$ cat src/rtl/seg7_scan_driver_if.sv
// Display-side bundle: scan control and shadow inputs from the config datapath, pin-level outputs.
// Pure wiring with no latency; there is no handshake and the consumer cannot apply backpressure.
interface seg7_scan_driver_if #(
    parameter int NUM_DIGITS = 4
);
    localparam int DW = (NUM_DIGITS > 1) ? $clog2(NUM_DIGITS) : 1;

    logic                    en;
    logic                    load;
    logic [4*NUM_DIGITS-1:0] value_i;
    logic [NUM_DIGITS-1:0]   dp_i;
    logic                    lz_en;
    logic [6:0]              seg_o;
    logic                    dp_o;
    logic [NUM_DIGITS-1:0]   an_o;
    logic [DW-1:0]           digit_o;
    logic                    frame_o;

    modport master (
        output en, load, value_i, dp_i, lz_en,
        input  seg_o, dp_o, an_o, digit_o, frame_o
    );

    modport slave (
        input  en, load, value_i, dp_i, lz_en,
        output seg_o, dp_o, an_o, digit_o, frame_o
    );
endinterface

$ cat src/rtl/seg7_scan_driver.sv
// Time-multiplexed 7-segment scanner: shadowed digits, leading-zero blanking, anode guard, frame pulse.
// seg/dp/an are registered one clock behind digit_o; the display sink has no backpressure.
module seg7_scan_driver #(
    parameter int NUM_DIGITS     = 4,
    parameter int REFRESH_DIV    = 50000,
    parameter int GUARD          = 500,
    parameter bit HEX_MODE       = 1'b1,
    parameter bit SEG_ACTIVE_LOW = 1'b1,
    parameter bit AN_ACTIVE_LOW  = 1'b1
) (
    input  logic              clk,
    input  logic              rst_n,
    seg7_scan_driver_if.slave bus
);
    localparam int DW = (NUM_DIGITS > 1) ? $clog2(NUM_DIGITS) : 1;
    localparam int CW = $clog2(REFRESH_DIV);

    typedef logic [CW-1:0] cnt_t;
    typedef logic [DW-1:0] dig_t;

    localparam cnt_t CNT_LAST = cnt_t'(REFRESH_DIV - 1);
    localparam cnt_t GUARD_C  = cnt_t'(GUARD);
    localparam dig_t DIG_LAST = dig_t'(NUM_DIGITS - 1);

    cnt_t                    cnt_q, cnt_d;
    dig_t                    digit_q, digit_d;
    logic [4*NUM_DIGITS-1:0] val_q, val_d;
    logic [NUM_DIGITS-1:0]   dpm_q, dpm_d;
    logic                    frame_q, frame_d;
    logic [6:0]              seg_q, seg_d;
    logic                    dp_q, dp_d;
    logic [NUM_DIGITS-1:0]   an_q, an_d;

    logic [3:0]              digs [NUM_DIGITS];
    logic [NUM_DIGITS-1:0]   zero_up;
    logic                    wrap;
    logic                    blank;

    function automatic logic [6:0] glyph(input logic [3:0] c);
        logic [6:0] g;
        case (c)
            4'h0: g = 7'h3F;
            4'h1: g = 7'h06;
            4'h2: g = 7'h5B;
            4'h3: g = 7'h4F;
            4'h4: g = 7'h66;
            4'h5: g = 7'h6D;
            4'h6: g = 7'h7D;
            4'h7: g = 7'h07;
            4'h8: g = 7'h7F;
            4'h9: g = 7'h6F;
            4'hA: g = 7'h77;
            4'hB: g = 7'h7C;
            4'hC: g = 7'h39;
            4'hD: g = 7'h5E;
            4'hE: g = 7'h79;
            default: g = 7'h71;
        endcase
        if (!HEX_MODE && c > 4'h9) begin
            g = 7'h40;
        end
        return g;
    endfunction

    // zero_up[k]: every shadow digit from k up to the most significant one is zero
    for (genvar k = 0; k < NUM_DIGITS; k++) begin : g_dig
        assign digs[k]    = val_q[4*k +: 4];
        assign zero_up[k] = ~|val_q[4*NUM_DIGITS-1:4*k];
    end

    assign wrap  = (cnt_q == CNT_LAST);
    assign blank = bus.lz_en && (digit_q != '0) && zero_up[digit_q];

    always_comb begin
        cnt_d   = cnt_q;
        digit_d = digit_q;
        frame_d = 1'b0;
        val_d   = val_q;
        dpm_d   = dpm_q;
        seg_d   = '0;
        dp_d    = 1'b0;
        an_d    = '0;

        if (bus.load) begin
            val_d = bus.value_i;
            dpm_d = bus.dp_i;
        end

        if (bus.en) begin
            cnt_d = wrap ? '0 : cnt_q + 1'b1;
            if (wrap) begin
                digit_d = (digit_q == DIG_LAST) ? '0 : digit_q + 1'b1;
                frame_d = (digit_q == DIG_LAST);
            end
            if (!blank) begin
                seg_d = glyph(digs[digit_q]);
                dp_d  = dpm_q[digit_q];
                // Anodes stay dark at the head of each slot so the previous digit cannot ghost
                if (cnt_q >= GUARD_C) begin
                    an_d = NUM_DIGITS'(1) << digit_q;
                end
            end
        end
    end

    always_ff @(posedge clk or negedge rst_n) begin
        if (!rst_n) begin
            cnt_q   <= '0;
            digit_q <= '0;
            val_q   <= '0;
            dpm_q   <= '0;
            frame_q <= 1'b0;
            seg_q   <= '0;
            dp_q    <= 1'b0;
            an_q    <= '0;
        end else begin
            cnt_q   <= cnt_d;
            digit_q <= digit_d;
            val_q   <= val_d;
            dpm_q   <= dpm_d;
            frame_q <= frame_d;
            seg_q   <= seg_d;
            dp_q    <= dp_d;
            an_q    <= an_d;
        end
    end

    assign bus.seg_o   = seg_q ^ {7{SEG_ACTIVE_LOW}};
    assign bus.dp_o    = dp_q ^ SEG_ACTIVE_LOW;
    assign bus.an_o    = an_q ^ {NUM_DIGITS{AN_ACTIVE_LOW}};
    assign bus.digit_o = digit_q;
    assign bus.frame_o = frame_q;
endmodule

$ cat src/flat_wrapper.sv
// flat-port wrapper written by rule: the top's interface ports become plain ports
module seg7_scan_driver_flat 
#(
    parameter int NUM_DIGITS     = 4,
    parameter int REFRESH_DIV    = 50000,
    parameter int GUARD          = 500,
    parameter bit HEX_MODE       = 1'b1,
    parameter bit SEG_ACTIVE_LOW = 1'b1,
    parameter bit AN_ACTIVE_LOW  = 1'b1
)
  (clk, rst_n, bus_en, bus_load, bus_value_i, bus_dp_i, bus_lz_en, bus_seg_o, bus_dp_o, bus_an_o, bus_digit_o, bus_frame_o);
  seg7_scan_driver_if #(.NUM_DIGITS(NUM_DIGITS)) bus_i ();
  input  logic clk;
  input  logic rst_n;
  input wire logic [$bits(bus_i.en)-1:0] bus_en;
  input wire logic [$bits(bus_i.load)-1:0] bus_load;
  input wire logic [$bits(bus_i.value_i)-1:0] bus_value_i;
  input wire logic [$bits(bus_i.dp_i)-1:0] bus_dp_i;
  input wire logic [$bits(bus_i.lz_en)-1:0] bus_lz_en;
  output wire logic [$bits(bus_i.seg_o)-1:0] bus_seg_o;
  output wire logic [$bits(bus_i.dp_o)-1:0] bus_dp_o;
  output wire logic [$bits(bus_i.an_o)-1:0] bus_an_o;
  output wire logic [$bits(bus_i.digit_o)-1:0] bus_digit_o;
  output wire logic [$bits(bus_i.frame_o)-1:0] bus_frame_o;
  assign bus_i.en = bus_en;
  assign bus_i.load = bus_load;
  assign bus_i.value_i = bus_value_i;
  assign bus_i.dp_i = bus_dp_i;
  assign bus_i.lz_en = bus_lz_en;
  assign bus_seg_o = bus_i.seg_o;
  assign bus_dp_o = bus_i.dp_o;
  assign bus_an_o = bus_i.an_o;
  assign bus_digit_o = bus_i.digit_o;
  assign bus_frame_o = bus_i.frame_o;
  seg7_scan_driver #(.NUM_DIGITS(NUM_DIGITS), .REFRESH_DIV(REFRESH_DIV), .GUARD(GUARD), .HEX_MODE(HEX_MODE), .SEG_ACTIVE_LOW(SEG_ACTIVE_LOW), .AN_ACTIVE_LOW(AN_ACTIVE_LOW)) u_core (.clk(clk), .rst_n(rst_n), .bus(bus_i));
endmodule
$ cat config.mk
export PLATFORM = sky130hd
export DESIGN_NAME = seg7_scan_driver_flat
export DESIGN_NICKNAME = d
export VERILOG_FILES = /design/src/rtl/seg7_scan_driver_if.sv /design/src/rtl/seg7_scan_driver.sv /design/src/flat_wrapper.sv
export SDC_FILE = /design/constraint.sdc
export NUM_CORES = 1
export LEC_CHECK = 0
export ABC_CLOCK_PERIOD_IN_PS = 2600
export CORE_MARGIN = 8
export CORE_UTILIZATION = 54
export CTS_BUF_LIST = sky130_fd_sc_hd__clkbuf_4 sky130_fd_sc_hd__clkbuf_8 sky130_fd_sc_hd__clkbuf_16
export DETAILED_ROUTE_END_ITERATION = 12
export PLACE_DENSITY = 0.84
export SLEW_MARGIN = 10
export SYNTH_ARGS = -nofsm -noshare
export SYNTH_HDL_FRONTEND = slang
export SYNTH_SLANG_ARGS = --single-unit
$ cat constraint.sdc
create_clock -name clk -period 2.6 [get_ports clk]
set_input_delay 0.52 -clock clk [delete_from_list [all_inputs] [get_ports clk]]
set_output_delay 0.52 -clock clk [all_outputs]
set_load 0.1 [all_outputs]
# --- After elaboration in Yosys (flattened, before gate mapping) ---
# Memories as Yosys holds them, arrays and structs flattened.
# Cells that the tools add are included.
totals:
  ff_bits: 51
  romBits: 112
  inputBits: 25
  elab_cells: 51
  mem_count: 1
classes:
  n_addsub: 2
  n_lt_le_gt_ge: 3
  n_eq_ne: 2
  shifts: 1
  n_mux: 18
  bitwise_logic: 4
  reduce_logical: 12
memory_table:
  columns: ["name", "depth", "word_bits", "rd", "rd_clocked_by_memory_dff", "write_ports", "line", "rtl"]
  rows:
  - ["(no name shown)", 16, 7, 1, 0, 0, "seg7_scan_driver.sv:41", "case (c)"]
ops:
  columns: ["operator", "n"]
  rows:
  - ["4-bit 2-to-1 mux", 5]
  - ["16-bit by 1-bit adder with 16-bit output, second input constant", 1]
  - ["16-bit == test, second input constant", 1]
  - ["16-bit by 9-bit >= comparator with 1-bit output, second input constant", 1]
  - ["16-bit 2-to-1 mux", 1]
  - ["16-bit OR reduction", 1]
  - ["7-bit 2-to-1 mux", 2]
  - ["12-bit OR reduction", 1]
  - ["4-bit binary-select mux with 2-bit select", 1]
  - ["8-bit OR reduction", 1]
  - ["7-bit NOT", 1]
  - ["1-bit 2-to-1 mux", 6]
  - ["1-bit binary-select mux with 2-bit select", 2]
  - ["1-bit zero test", 4]
  - ["4-bit NOT", 1]
  - ["4-bit OR reduction", 1]
  - ["1-bit by 2-bit left shift with 4-bit output, first input constant", 1]
  - ["3-bit >= comparator, second input constant", 1]
  - ["2-bit by 3-bit < comparator with 1-bit output, second input constant", 1]
  - ["2-bit NOT with 3-bit output", 1]
  - ["2-bit by 1-bit adder with 2-bit output, second input constant", 1]
  - ["2-bit == test, second input constant", 1]
  - ["1-bit logical AND", 2]
  - ["2-bit 2-to-1 mux", 1]
  - ["other kinds (3)", 3]

# --- Logic depth before layout (Yosys ltp) ---
# Gate-level depths: netlist (run 1).
depth:
  ltp_word: 7
  mapped_depth: 7

# --- Worst setup path after synthesis (run 1) ---
# No wires, ideal clock.
synth_timing:
  kind: "reg-to-reg"
  from: "reg u_core.digit_q[1] (netlist: u_core.bus.digit_o[1])"
  to: "reg u_core.seg_q[3]"
  setup_time_ns: 0.072
  t_arrival_ns: 2.563
  required_time_ns: 2.528
  slack_ns: -0.035
  path_stages_with_launch: 8
  period_less_slack_ns: 2.635
  cell_sequence: "dfrtp_1 buf_4 mux4_2 clkinv_1 ha_1 inv_1 mux4_2 nor2_1"
synth_between:
  elab_chain_cells: 7
  elab_cells_between_ends: 12
  classes_between: "7 x mux; 1 x bitwise; 3 x reduce/logical; 1 x memory"
synth_lines:
  columns: ["element", "line", "rtl"]
  rows:
  - ["from (decl)", "seg7_scan_driver.sv:26", "dig_t digit_q, digit_d;"]
  - ["from (signal assigned)", "seg7_scan_driver.sv:118", "digit_q <= digit_d;"]
  - ["2-bit NOT with 3-bit output (not written as such)", "seg7_scan_driver.sv:96", "seg_d = glyph(digs[digit_q]);"]
  - ["4-bit binary-select mux with 2-bit select", "seg7_scan_driver.sv:96", null]
  - ["4-bit 2-to-1 mux (not written as such) (2 in series)", "seg7_scan_driver.sv:96", null]
  - ["memory read 16 x 7 bit", null, null]
  - ["7-bit 2-to-1 mux *", "seg7_scan_driver.sv:95", "if (!blank) begin"]
  - ["7-bit 2-to-1 mux *", "seg7_scan_driver.sv:89", "if (bus.en) begin"]
  - ["net u_core.seg_d[3]", "seg7_scan_driver.sv:30", "logic [6:0] seg_q, seg_d;"]
  - ["to (signal assigned)", "seg7_scan_driver.sv:122", "seg_q <= seg_d;"]
  - ["to (decl)", "seg7_scan_driver.sv:30", null]
# The timed path passes the listed nets; every way through them passes the cells marked *. The select of a mux whose other input is x is not followed.
# A chain may end at the register's enable or synchronous reset.

# --- Final worst setup path (run 1) ---
layout_timing:
  from: "reg u_core.digit_q[0] (netlist: u_core.bus.digit_o[0])"
  to: "reg u_core.seg_q[3]"
# Same word-level chain as after synthesis.

==> impl_metrics.ini, run 1 <==
[routing]
drc = 0
vias_per_cell = 5.47
drtIter0Drc = 94
dr.pass1.iters = 6
wl_um = 5250
via_count = 1904
avgRoutedWirePerCell_um = 15.1
drtAntennaViolNets = 0

[critical_path]
r2r_cells = 6
slowest_stage = dfrtp_2
worstReg2RegStart = u_core.bus.digit_o[0]
crit_family = multiplexers
worstSetupPathType = reg -> reg
start_kind = flop
worstSetupEndpointType = flop
crit_arrival_ns = 2.34
path_max_fanout = 13
cp.required_ns = 2.84
critPathCapture = u_core.seg_q[3]
cp_common_cell = mux4_2
crit_chain = mux4_2, clkinv_1, ha_1, inv_1, mux4_2, nor2_1
cp_num_buf_inv = 2
cp-startpoint = u_core.bus.digit_o[0]
cpPeakStageDelay_ns = 0.52
r2r_slack_ns = 0.50
r2r_end = u_core.seg_q[3]
cp_num_cells = 6

[logic_synthesis]
syn_nets = 275
async_flop_share_pct = 100
synth_top_cell_area_share_pct = 47.0
synth_flop_cell = dfrtp_1
synth_commonest_cells = dfrtp_1, mux2_2, inv_1
synth.most_common_cell = dfrtp_1
synth_edf_count = 0
synth.area.top_cells = dfrtp_1, mux2_2, ha_1
yosysSeqAreaShare_pct = 47.0
synth_warnings = 0
synth_cells = 238
syn_avg_cell_area_um2 = 11.4
yosysTopAreaCell = dfrtp_1
synth_cell_types = 48
synth-seq-cells = 51
syn_area_um2 = 2720

[clock_network]
cts_buffer_depth = 2
clock_latency_ns = 0.30
hold_buffers = 0
cts_resized = 0
htree_levels = 2
cts-buffers-inserted = 5
cts-root-buf = clkbuf_8
clock-sinks = 51
post_cts_buffers = 0
cts_tree = built
clkSlewWorstSetupHoldPaths_ns = 0.09

[power]
leakagePower_nw = 1.46
power_mw = 1.99
power.density_nw_per_um2 = 613
peakVddDrop_uv = 348

[timing]
fin_crit_ns = 2.10
clock_skew_ns = 0.00480
setup_viol = 0
slew_headroom_pct = 56.7
clock.fmax_mhz = 477
finalSetupTns_ns = 0
period_share_pct = 80.7
slew_viol_final = 0
worst_slew_pin_slew_ns = 0.649
hold_viol = 0
rsz0062_at_grt = no
timing.hold.ws_ns = 0.230

[floorplanning]
fp.dieArea_um2 = 7550
start_util_pct = 54.6
fp.dieW_um = 86.9
std_cell_rows = 26
core_um2 = 4980
ios = 40
die_h_um = 86.9

[place]
io_buffers = 39
hpwlAfterDp_um = 3850
place.gp.congestion = 0.863

[layout]
nFillCells = 387
drive_above_1_share_pct = 22.3
diodes = 0
layout.nets = 314
area_growth_pct = 19.6

[global_route]
grt_start_max_net_pins = 29
gr-usage-all-layers_pct = 14.7
grt_antenna_before_repair = 0
grt_pass1_wl_um = 8780
grt_pass1_vias = 1909
grt_overflow = 0

[flow_run]
drv_cap = 0

[worst_hold_path]
hp-class = in -> async

[run_status]
status = completed
how the worst min path moves through the flow:
| stage | startpoint | to | slack (ns) | cells after the start |
|---|---|---|---|---|
| after CTS | rst_n | u_core.cnt_q[1] | 0.24 | 1 |
| after global routing | rst_n | u_core.cnt_q[10] | 0.26 | 1 |
| after detailed placement | u_core.cnt_q[10] | u_core.cnt_q[10] | 0.48 | 1 |
| final | rst_n | u_core.cnt_q[0] | 0.23 | 1 |
| after floorplan | rst_n | u_core.an_q[0] | 0.22 | 0 |
| after global placement | u_core.cnt_q[7] | u_core.cnt_q[7] | 0.48 | 1 |
cell usage in the layout, fill, tap and decap left out, types with 3 or more instances in the layout:
cell type / synthesis / final
o21ai_0: 8 / 8
nand2_1: 10 / 10
mux2i_1: 5 / 5
a211oi_2: 3 / 3
nor4_1: 5 / 5
and4_1: 3 / 3
clkdlybuf4s50_1: 0 / 23
buf_4: 1 / 18
nand3_1: 9 / 9
nor2_1: 13 / 13
mux4_2: 4 / 4
xnor2_1: 6 / 6
a21oi_1: 4 / 4
nand4_1: 4 / 4
xor2_1: 6 / 6
nor3b_1: 4 / 4
inv_1: 19 / 19
and2_1: 3 / 3
mux2_2: 20 / 20
ha_1: 12 / 12
and3_1: 6 / 6
dfrtp_1: 51 / 49
clkbuf_8: 0 / 6
nor3_1: 6 / 6
registers in the layout, indices dropped and copies added (netlist names):
name / flops
u_core.cnt_q: 16
u_core.val_q: 16
u_core.seg_q: 7
u_core.an_q: 4
u_core.dpm_q: 4
u_core.bus.digit_o: 2
u_core.bus.frame_o: 1
u_core.dp_q: 1
power breakdown:
part	internal (mW)	switching (mW)
Sequential	0.879	0.0979
Combinational	0.180	0.265
Clock	0.312	0.259
Total	1.37	0.622
worst register-to-register path: stages (launching register included):
cell and delay (ns):
dfrtp_2 0.52, mux4_2 0.44, clkinv_1 0.17, ha_1 0.33, inv_1 0.05, mux4_2 0.43, nor2_1 0.09
logic make-up after synthesis:
| group | Yosys count | share of synthesized area (%) |
|---|---|---|
| simple gates | 72 | 14.7 |
| flops | 51 | 47.0 |
| compound gates | 26 | 6.78 |
| buf+inv | 32 | 5.81 |
| xor+xnor | 12 | 3.87 |
| mux | 33 | 16.4 |
| fa+ha+maj | 12 | 5.53 |
area by class of cell:
type / instances / area, um2 / share of cell area, %
clock buffers: 6 / 82.6 / 2.54
clock inverters: 2 / 35.0 / 1.08
inverters: 21 / 92.6 / 2.85
multi-input cells: 155 / 1280 / 39.4
flip-flops and latches: 51 / 1280 / 39.4
well taps: 70 / 87.6 / 2.70
repair buffers: 43 / 390 / 12.0
through the flow:
step           cell area, um2  util (%)  cells  setup WS, ns
6_report                 3250      65.3    348         0.502
5_1_grt                  3250      65.3    348         0.362
4_1_cts                  3250      65.3    348         0.486
3_5_place_dp             3130      62.9    340         0.530
3_3_place_gp             3130      62.9    340         0.585
2_1_floorplan            2720         -    238         0.277
routing by layer:
metal	global-route usage (%)	vias up	part of all wire (%)
li1	-	917	-
met1	18.6	917	46
met2	22.6	60	45
met3	4.25	10	6.4
met4	6.42	0	2.1
met5	0	-	0
Power figures use the tool's default switching activity.
==> run 2: changes to the inputs <==
ABC_CLOCK_PERIOD_IN_PS = 1900   (was 2600)
CORE_UTILIZATION = 49   (was 54)
PLACE_DENSITY = 0.81   (was 0.84)
clock period = 1.9 ns   (was 2.6 ns; I/O delays follow)
==> run 2 against run 1 <==
Net effect: the run now ends with negative setup slack left; clock skew up 0.00097 ns; via count rose by 9.9%; die area rose by 8.3%; critical endpoint unchanged; largest cell class unchanged; highest routed layer unchanged.
==> impl_metrics.ini, run 2 (synthesis results as in run 1) <==
[routing]
via_count = 2092
drtAntennaViolNets = 0
avgRoutedWirePerCell_um = 17.7
vias_per_cell = 5.64
wl_um = 6550
drc = 0
drtIter0Drc = 185
dr.pass1.iters = 4

[critical_path]
cp-startpoint = u_core.bus.digit_o[0]
worstSetupPathType = reg -> reg
worstSetupEndpointType = flop
start_kind = flop
path_max_fanout = 5
crit_arrival_ns = 2.22
worstReg2RegStart = u_core.bus.digit_o[0]
critPathCapture = u_core.seg_q[3]
r2r_cells = 6
cp.required_ns = 2.15
r2r_end = u_core.seg_q[3]
r2r_slack_ns = -0.08

[power]
peakVddDrop_uv = 429
power.density_nw_per_um2 = 809
power_frac_seq_pct = 44.6
power_mw = 3.02
clockPowerShare_pct = 29.6
p_sw_mw = 0.916
p_int_mw = 2.10
combPwrFrac_pct = 25.8
leakagePower_nw = 1.67
switching_share_pct = 30.3

[layout]
fin_cells = 371
mostFrequentLayoutCells = dfrtp_1, clkdlybuf4s50_1, buf_4
layout.nets = 335
diodes = 0
area_growth_pct = 37.5
reg_top3 = u_core.cnt_q: 16 flops, u_core.val_q: 16 flops, u_core.seg_q: 7 flops
fin_area_um2 = 3730
drive_above_1_share_pct = 32.4
layout_commonest_cell = dfrtp_1

[place]
dp_slack_ns = -0.0268
placed_cells = 355
hpwlAfterDp_um = 4220
io_buffers = 39
place.gp.congestion = 0.857
dpl-instance-area_um2 = 3430

[clock_network]
clock_latency_ns = 0.31
hold_buffers = 0
cts-root-buf = clkbuf_8
cts_tree = built
cts_buffer_depth = 2
cts-buffers-inserted = 5
clock-sinks = 51
htree_levels = 2
clkSlewWorstSetupHoldPaths_ns = 0.09

[floorplanning]
fp.dieW_um = 90.4
start_util_pct = 49.9
fp.dieArea_um2 = 8180
core_um2 = 5440
die_h_um = 90.4
ios = 40
std_cell_rows = 27

[worst_hold_path]
hp-class = in -> async

[timing]
fin_ws_ns = -0.0782
clock_skew_ns = 0.00577
slew_viol_final = 0
worst_slew_pin_slew_ns = 0.571
slew_headroom_pct = 61.9
clock.fmax_mhz = 506
hold_viol = 0
rsz0062_at_grt = yes
fin_crit_ns = 1.98
setup_viol = 3
period_share_pct = 104

[run_status]
status = finished, violations left
violations = negative setup slack

[global_route]
grt_pass1_wl_um = 10300
grt_overflow = 0
grt_pass1_vias = 2227
gr-usage-all-layers_pct = 15.3
grt_antenna_before_repair = 0
grt_start_max_net_pins = 28

[flow_run]
drv_cap = 0
[run 2: power by group through the flow]
stage	combinational, mW	sequential (mW)	clock (mW)
2_1_floorplan	0.477	1.30	0
3_5_place_dp	0.700	1.36	0
6_report	0.779	1.35	0.893
3_3_place_gp	0.683	1.35	0
4_1_cts	0.740	1.33	0.913
5_1_grt	0.827	1.36	0.948
[run 2: critical path, cell delays in order, from the launching register on]
cell      delay [ns]
dfrtp_4         0.51
mux4_2          0.45
clkinv_4        0.11
ha_4            0.28
inv_2           0.03
mux4_2          0.44
nor2_1          0.10
[run 2: through the flow]
step	util (%)	hold WS [ns]	setup TNS, ns
6_report	68.6	0.0573	-0.127
5_1_grt	68.6	0.0915	-0.457
4_1_cts	67.2	0.0685	-0.0561
3_5_place_dp	63.1	0.401	-0.0268
3_3_place_gp	63.1	0.398	0
2_1_floorplan	-	0.0844	-2.16
[run 2: metal layers]
metal	routed length (um)	vias up	GRT usage, %
met3	427	11	4.41
li1	-	966	-
met4	121	0	6.10
met5	0	-	0
met2	3170	84	24.7
met1	2830	1031	18.6
[run 2: worst min path at each step]
stage | start | end | slack (ns)
after global routing | rst_n | u_core.bus.digit_o[0] | 0.09
after global placement | rst_n | u_core.dpm_q[0] | 0.40
final | rst_n | u_core.dpm_q[1] | 0.06
after CTS | rst_n | u_core.bus.digit_o[0] | 0.07
after floorplan | rst_n | u_core.an_q[0] | 0.08
after detailed placement | rst_n | u_core.dpm_q[1] | 0.40
[run 2: repair_timing]
action / CTS / global route
setup endpoints to repair: 2 / 11
setup buffers: 4 / 2
gates cloned: 1 / 1
pin swaps: 3 / 3
gates resized for setup: 11 / 9
[run 2: layout make-up]
type	count	area, um2
tap	72	90.1
timing repair buffer	63	736
sequential	51	1280
clock buffer	6	76.3
inverter	21	100
clock inverter	2	60.1
multi-input combinational	156	1390
fill	365	1710
